## src/rtl/pcs_scrambler_core.sv

```systemverilog
// Self-synchronising 64b/66b (de)scrambler, G(x)=1+x^39+x^58, with a 2-entry skid buffer.
// Optional seed-load ports are compiled in when PCS_SCR_SEED_LOAD_EN is defined.
module pcs_scrambler_core #(
  parameter int unsigned DATA_WIDTH = 32,
  parameter int unsigned MODE       = 0,
  parameter logic [57:0] LFSR_INIT  = {58{1'b1}}
) (
  input  logic                  i_clk,
  input  logic                  i_reset_n,
`ifdef PCS_SCR_SEED_LOAD_EN
  input  logic                  i_seed_load,
  input  logic [57:0]           i_seed,
`endif
  input  logic                  i_valid,
  output logic                  o_ready,
  input  logic [DATA_WIDTH-1:0] i_data,
  input  logic [1:0]            i_hdr,
  input  logic                  i_hdr_valid,
  output logic                  o_valid,
  input  logic                  i_ready,
  output logic [DATA_WIDTH-1:0] o_data,
  output logic [1:0]            o_hdr,
  output logic                  o_hdr_valid
);

  // Occupancy of output register + skid entry
  typedef enum logic [1:0] {
    BUF_EMPTY = 2'd0,
    BUF_ONE   = 2'd1,
    BUF_FULL  = 2'd2
  } buf_state_e;

  buf_state_e            state_q, state_d;
  logic [57:0]           lfsr_q, lfsr_d;
  logic [DATA_WIDTH-1:0] out_data_q, out_data_d;
  logic [1:0]            out_hdr_q, out_hdr_d;
  logic                  out_hdr_valid_q, out_hdr_valid_d;
  logic [DATA_WIDTH-1:0] skid_data_q, skid_data_d;
  logic [1:0]            skid_hdr_q, skid_hdr_d;
  logic                  skid_hdr_valid_q, skid_hdr_valid_d;

  logic [57:0]           lfsr_post;
  logic [DATA_WIDTH-1:0] scr_data;
  logic                  fb;
  logic                  accept;
  logic                  emit;
  logic                  seed_load;

`ifdef PCS_SCR_SEED_LOAD_EN
  assign seed_load = i_seed_load;
`else
  assign seed_load = 1'b0;
`endif

  assign o_valid     = (state_q != BUF_EMPTY);
  assign o_ready     = (state_q != BUF_FULL) && !seed_load;
  assign accept      = i_valid && o_ready;
  assign emit        = o_valid && i_ready;
  assign o_data      = out_data_q;
  assign o_hdr       = out_hdr_q;
  assign o_hdr_valid = out_hdr_valid_q;

  // Bit-serial LFSR unrolled across the beat; bit 0 goes first on the line
  always_comb begin
    lfsr_post = lfsr_q;
    scr_data  = '0;
    fb        = 1'b0;
    for (int unsigned i = 0; i < DATA_WIDTH; i++) begin
      fb          = lfsr_post[38] ^ lfsr_post[57];
      scr_data[i] = i_data[i] ^ fb;
      lfsr_post   = {lfsr_post[56:0], (MODE == 1) ? i_data[i] : scr_data[i]};
    end
  end

  always_comb begin
    state_d          = state_q;
    lfsr_d           = lfsr_q;
    out_data_d       = out_data_q;
    out_hdr_d        = out_hdr_q;
    out_hdr_valid_d  = out_hdr_valid_q;
    skid_data_d      = skid_data_q;
    skid_hdr_d       = skid_hdr_q;
    skid_hdr_valid_d = skid_hdr_valid_q;

    if (seed_load) begin
`ifdef PCS_SCR_SEED_LOAD_EN
      lfsr_d = i_seed;
`endif
    end else if (accept) begin
      lfsr_d = lfsr_post;
    end

    case (state_q)
      BUF_EMPTY: begin
        if (accept) begin
          out_data_d      = scr_data;
          out_hdr_d       = i_hdr;
          out_hdr_valid_d = i_hdr_valid;
          state_d         = BUF_ONE;
        end
      end
      BUF_ONE: begin
        if (accept && emit) begin
          out_data_d      = scr_data;
          out_hdr_d       = i_hdr;
          out_hdr_valid_d = i_hdr_valid;
        end else if (accept) begin
          skid_data_d      = scr_data;
          skid_hdr_d       = i_hdr;
          skid_hdr_valid_d = i_hdr_valid;
          state_d          = BUF_FULL;
        end else if (emit) begin
          state_d = BUF_EMPTY;
        end
      end
      BUF_FULL: begin
        if (emit) begin
          out_data_d      = skid_data_q;
          out_hdr_d       = skid_hdr_q;
          out_hdr_valid_d = skid_hdr_valid_q;
          state_d         = BUF_ONE;
        end
      end
      default: state_d = BUF_EMPTY;
    endcase
  end

  always_ff @(posedge i_clk) begin
    if (!i_reset_n) begin
      state_q          <= BUF_EMPTY;
      lfsr_q           <= LFSR_INIT;
      out_data_q       <= '0;
      out_hdr_q        <= '0;
      out_hdr_valid_q  <= 1'b0;
      skid_data_q      <= '0;
      skid_hdr_q       <= '0;
      skid_hdr_valid_q <= 1'b0;
    end else begin
      state_q          <= state_d;
      lfsr_q           <= lfsr_d;
      out_data_q       <= out_data_d;
      out_hdr_q        <= out_hdr_d;
      out_hdr_valid_q  <= out_hdr_valid_d;
      skid_data_q      <= skid_data_d;
      skid_hdr_q       <= skid_hdr_d;
      skid_hdr_valid_q <= skid_hdr_valid_d;
    end
  end

endmodule
```

## config.mk

```make
export PLATFORM = sky130hd
export DESIGN_NAME = pcs_scrambler_core
export DESIGN_NICKNAME = d
export VERILOG_FILES = /design/src/rtl/pcs_scrambler_core.sv
export SDC_FILE = /design/constraint.sdc
export NUM_CORES = 1
export LEC_CHECK = 0
export CORE_MARGIN = 8
export CORE_UTILIZATION = 45
export DETAILED_ROUTE_END_ITERATION = 16
export GPL_TIMING_DRIVEN = 0
export HOLD_SLACK_MARGIN = 0.15
export PLACE_DENSITY = 0.73
export SYNTH_ARGS = -nofsm -noshare
export SYNTH_HDL_FRONTEND = slang
export SYNTH_SLANG_ARGS = --single-unit
export TNS_END_PERCENT = 5
```

## constraint.sdc

```tcl
create_clock -name i_clk -period 2 [get_ports i_clk]
set_clock_uncertainty 0.15 [all_clocks]
set_input_delay 0.4 -clock i_clk [delete_from_list [all_inputs] [get_ports i_clk]]
set_output_delay 0.4 -clock i_clk [all_outputs]
set_load 0.01 [all_outputs]
```

==> reports/qor.csv <==
metric,value,unit
gr-usage-all-layers,20.5,%
pwr-share-seq,39.8,%
drc,0,
fill_cells,1126,
fp.dieW,132,um
dp_hpwl,13.1,mm
synthFlopType,dfxtp_1,
viasPerCell,5.77,
p_clk_share,38.6,%
gp_congestion,0.895,
fmax,493,MHz
clock_latency,420,ps
die_h,132,um
peakVddDrop,0.540,mV
combPwrFrac,21.6,%
async_reset_ff_share,0,%
worstHoldPathType,flop to flop,
antenna_found_initial,0,
synthAdderAreaFrac,0,%
preCtsSetupSlack,-460,ps
area_delta_synth_final,25.6,%
cp.arrival,2140,ps
finalHoldViolations,0,
syn_area,0.00607,mm^2
first_pass_iters,5,
clock_sinks,130,
htree_levels,4,
grt_pass1_vias,5207,
clock_path_buffers,2,
grtUsageMet2,31.8,%
synth_top_family_by_area,simple AND/OR/NAND/NOR gates,
cellPowerDensity,991,mW/mm^2
final_util,57.8,%
core,0.0132,mm^2
drv_slew,0,
synth_edf_count,0,
rsz0062_at_grt,yes,
slew_headroom,52.6,%
required,2110,ps
port_buffers,74,
routed_wl,17.9,mm
placed_cells,876,
antenna_left,0,
met3_usage,5.91,%
grt_max_degree,17,
synth_xor_area_share,12.5,%
setup_slack,-29.8,ps
yosys.area.top_type_share,42.9,%
synth_mux_area_share,5.96,%
antennaDiodeCount,0,
switching_share,27.5,%
grt_overflow,0,
setup_violations,11,
fin_cells,907,
synthesis.nets,665,
rows,42,
start_kind,primary input,
syn_area_per_cell,9.70,um^2
synth_top_cell_by_area,dfxtp_1,
cts_tree,built,
total_power,7.56,mW
ys_seq_area_share,42.9,%
pin_count,76,
clk_pin_slew,50,ps
p_sw,2.08,mW
drv_cap,0,
fin_crit_sh,101,%
nNetsFinal,758,
cts-root-buf,clkbuf_16,
detail_route.iter0.violations,514,
synth_compound_area_share,16.3,%
wl_per_cell,19.7,um
ys_ff_latch,130,
cp_max_fo,10,
synthCells,626,
met1_usage,25.6,%
initial_core_util,46.0,%
status,"complete, but fails checks",
holdWs,307,ps
hold_buffers,0,
synth_cell_type_count,29,
internal-power,5.48,mW
dieArea,0.0175,mm^2
ys_top_cells_by_area,"dfxtp_1 43%, xor3_1 13%, nand3_1 9.6%",
worstSetupEndpointType,flop,
cts_made_buffers,17,
violations,negative setup slack,
grt.busiest_layer,met2,
yosysMostFrequentCell,dfxtp_1,
grt_pass1_wl,28.3,mm
worst_pin_slew,711,ps
ys_warn_count,0,
synth_commonest_cells,"130 x dfxtp_1, 116 x nand3_1, 72 x nand2_1",
drive_above_1_share,13.8,%
synthSimpleGateAreaFrac,17.2,%
fin_crit,2030,ps
vias,5233,
path_class,primary input to flop,
leakage,3.36,nW
[power groups by stage]
stage               Combinational, mW  Clock (mW)  Sequential, mW
global placement                 1.58           0            3.05
detailed placement               1.61           0            3.05
finish                           1.63        2.92            3.01
floorplan                        1.00           0            3.04
global route                     1.74        3.08            3.03
CTS                              1.63        2.94            3.01
[area by class of cell]
cell class	count	area [um^2]	area share (%)
plain buffers	61	313	4.10
clock buffers	27	543	7.12
clock inverters	4	20.0	0.263
inverters	4	17.5	0.230
multi-input cells	430	3150	41.4
flip-flops and latches	130	2610	34.2
well taps	176	220	2.89
repair buffers	75	748	9.81
[what timing repair did]
action	CTS	global route
resized for setup	15	10
setup endpoints to repair	7	57
setup buffers	1	0
[state kept, by name, indices dropped and copies added, names as in the netlist]
name and cells:
o_data 32, state_q 2, o_hdr_valid 1, skid_hdr_valid_q 1
lfsr_q 58, skid_hdr_q 2, skid_data_q 32, o_hdr 2
[critical path, stage by stage]
cell             delay, ps
clkdlybuf4s50_1        460
buf_2                  210
mux2_2                 290
nand2_1                290
buf_2                  390
a221oi_2               110
[logic make-up after synthesis]
logic type	count (synthesis)
multiplexers	36
AO/OA/AOI/OAI	132
buffers and inverters	66
AND/OR/NAND/NOR	230
XOR/XNOR	32
flip-flops	130
[metrics by stage]
step	TNS [ps]	instance area, um^2
6_report	-179	7620
5_1_grt	-2610	7620
4_1_cts	0	7610
3_5_place_dp	-30950	7030
3_3_place_gp	-28850	7030
2_1_floorplan	0	6070
[path summary, 6_finish.rpt]
kind	start	end	slack [ps]	cells after the start
setup / recovery	i_valid	o_data[26]	-30	6
hold / removal	skid_data_q[31]	skid_data_q[31]	310	2
setup reg to reg	state_q[0]	o_data[8]	110	6
hold reg to reg	skid_data_q[31]	skid_data_q[31]	310	2
[layer usage]
layer / share of wire [%] / up-vias
met1: 42 / 2547
met3: 8.2 / 39
li1: - / 2425
met4: 3.7 / 0
met2: 46 / 222
met5: 0 / -
[placed cells by master, fill, tap and decap left out, types with 8 or more instances in the layout]
master           count
nand2_1             72
dfxtp_1            128
nand3_1            116
xor3_1              32
clkbuf_1            28
clkbuf_8             8
o21ai_0             54
clkdlybuf4s50_1     72
a21oi_1             36
nor2_1              35
a221oi_2            30
clkbuf_16           17
buf_2               15
mux2i_1             35
Note: power is estimated with default switching activity, not from simulation.
==> patch: new RTL, same settings <==
Re-encode `buf_state_e` (3 states) as one-hot, 3 bits wide.
--- a/src/rtl/pcs_scrambler_core.sv
+++ b/src/rtl/pcs_scrambler_core.sv
@@ -24,10 +24,10 @@
 );
 
   // Occupancy of output register + skid entry
-  typedef enum logic [1:0] {
-    BUF_EMPTY = 2'd0,
-    BUF_ONE   = 2'd1,
-    BUF_FULL  = 2'd2
+  typedef enum logic [2:0] {
+    BUF_EMPTY = 3'b001,
+    BUF_ONE   = 3'b010,
+    BUF_FULL  = 3'b100
   } buf_state_e;
 
   buf_state_e            state_q, state_d;
Function: no difference found for any inputs over 4 cycles, from zero or initial values and one cycle with i_reset_n low; so few cycles prove little.
==> patch against the unedited design <==
  * Sequential cell count is 1 higher
  * Die area is 8.0% lower
  * Setup slack gained 81 ps
  * Non-clock buffer count decreased by 11
  * Total power shrank 6.0%
  * Final cell count unchanged
  * Area after synthesis shrank 9.1%
  * Wire length shrank 12%
  * Final area down 6.8%
  * First-iteration DRC count decreased by 21%
==> patch: results (changes against the unedited design) <==
Outcome:
- The flow ran to the end, and the final reports show no timing, DRC or antenna violations.

Timing:
- The actual slew at the worst max-slew pin was 668 ps (-42.9 ps).

Place:
- The total half-perimeter wirelength after legalization and detailed placement is 11,100 µm (-15%).
- The post-placement setup slack is -844 ps (-384 ps).
- The number of placed cells counting well taps is 869 (-0.80%).
- The weighted congestion at the end of routability-driven global placement is 0.860 (-3.9%).

Detailed routing:
- The mean number of vias per cell is 5.40 (-6.3%).
- The DRC violation total after the first TritonRoute iteration is 407 (-21%).
- The number of vias after detailed routing is 4,901 (-6.3%).

GRT:
- The overall routing resource usage was 0.194 (-0.0114).
- The met2 track demand over resource in global routing is 0.328 (+0.0101).
- The met1 routing resource usage after global routing is 0.233 (-0.0232).
- The met3 track demand over resource in global routing is 0.0402 (-0.0189).
- The number of global-route vias before repair is 4,777 (-8.3%).

Final layout:
- The number of nets in the layout is 786 (+3.7%).
- The layout cell share with drive strength beyond 1 came to 0.0868 (-0.0513).

Power and ir drop:
- The standby leakage power is 3.08 nW (-8.3%).
- The maximum VDD drop is 569 µV (+5.5%).

Critical path:
- The largest individual stage delay along the critical path comes from the cell sky130_fd_sc_hd__or3b_1.
- Among cell families on the critical path, the largest total delay comes from simple AND/OR/NAND/NOR gates.
- The data arrival time of the worst path was 1400 ps (-740 ps).
- The maximum cell stage delay along the critical path was 380 ps (-80 ps).

Synthesis:
- The sequential-to-total area share from yosys stat came to 0.475 (+0.0465).
- Sorting the synthesized cells by how often they occur yields sky130_fd_sc_hd__nand2_1, sky130_fd_sc_hd__dfxtp_1, sky130_fd_sc_hd__xnor2_1.
- The xor/xnor cell area share of the yosys netlist came to 0.103 (-0.0222).
patch: metal layers:
layer,share of wire,vias up
met5,0,-
met4,0.027,0
met3,0.066,32
met2,0.49,190
met1,0.42,2327
li1,-,2352
patch: cells by family after synthesis:
kind of cell | after synthesis
and+or+nand+nor | 296
muxes | 35
AOI/OAI and AO/OA | 74
xor gates and xnor gates | 65
DFF | 131
buffers and inverters | 47
patch: repair_timing:
action / CTS / global route
hold buffers: 0 / 0
gates resized for setup: 17 / 12
endpoints found under the setup margin: 68 / 47
pin swaps: 2 / 1
setup buffers: 2 / 5
gates cloned: 0 / 0
patch: cell type report:
type	instances	area [µm²]
Fill cell	1051	4910
Multi-Input combinational cell	470	2690
Sequential cell	131	2630
Timing Repair Buffer	81	797
Clock buffer	19	443
Buffer	44	221
Tap cell	147	184
Clock inverter	13	128
Inverter	2	7.51
patch: stage by stage:
| step | area [µm²] | util |
|---|---|---|
| 2_1_floorplan | 5520 | - |
| 3_3_place_gp | 6440 | 0.537 |
| 3_5_place_dp | 6440 | 0.537 |
| 4_1_cts | 7050 | 0.587 |
| 5_1_grt | 7100 | 0.591 |
| 6_report | 7100 | 0.591 |
patch: path summary, 6_finish.rpt:
path / startpoint / end / slack, ps / depth (start not counted)
worst max-delay path: state_q[1] / o_valid / 50 / 2
worst min-delay path: i_reset_n / o_data[5] / 230 / 3
worst max register to register: state_q[0] / o_data[14] / 100 / 5
worst min register to register: skid_data_q[12] / o_data[12] / 320 / 2
patch: where the power goes:
part	switching [mW]	total, mW	internal [mW]
Clock	1.22	2.98	1.76
Sequential	0.158	2.96	2.81
Combinational	0.615	1.17	0.552
Total	1.99	7.11	5.12
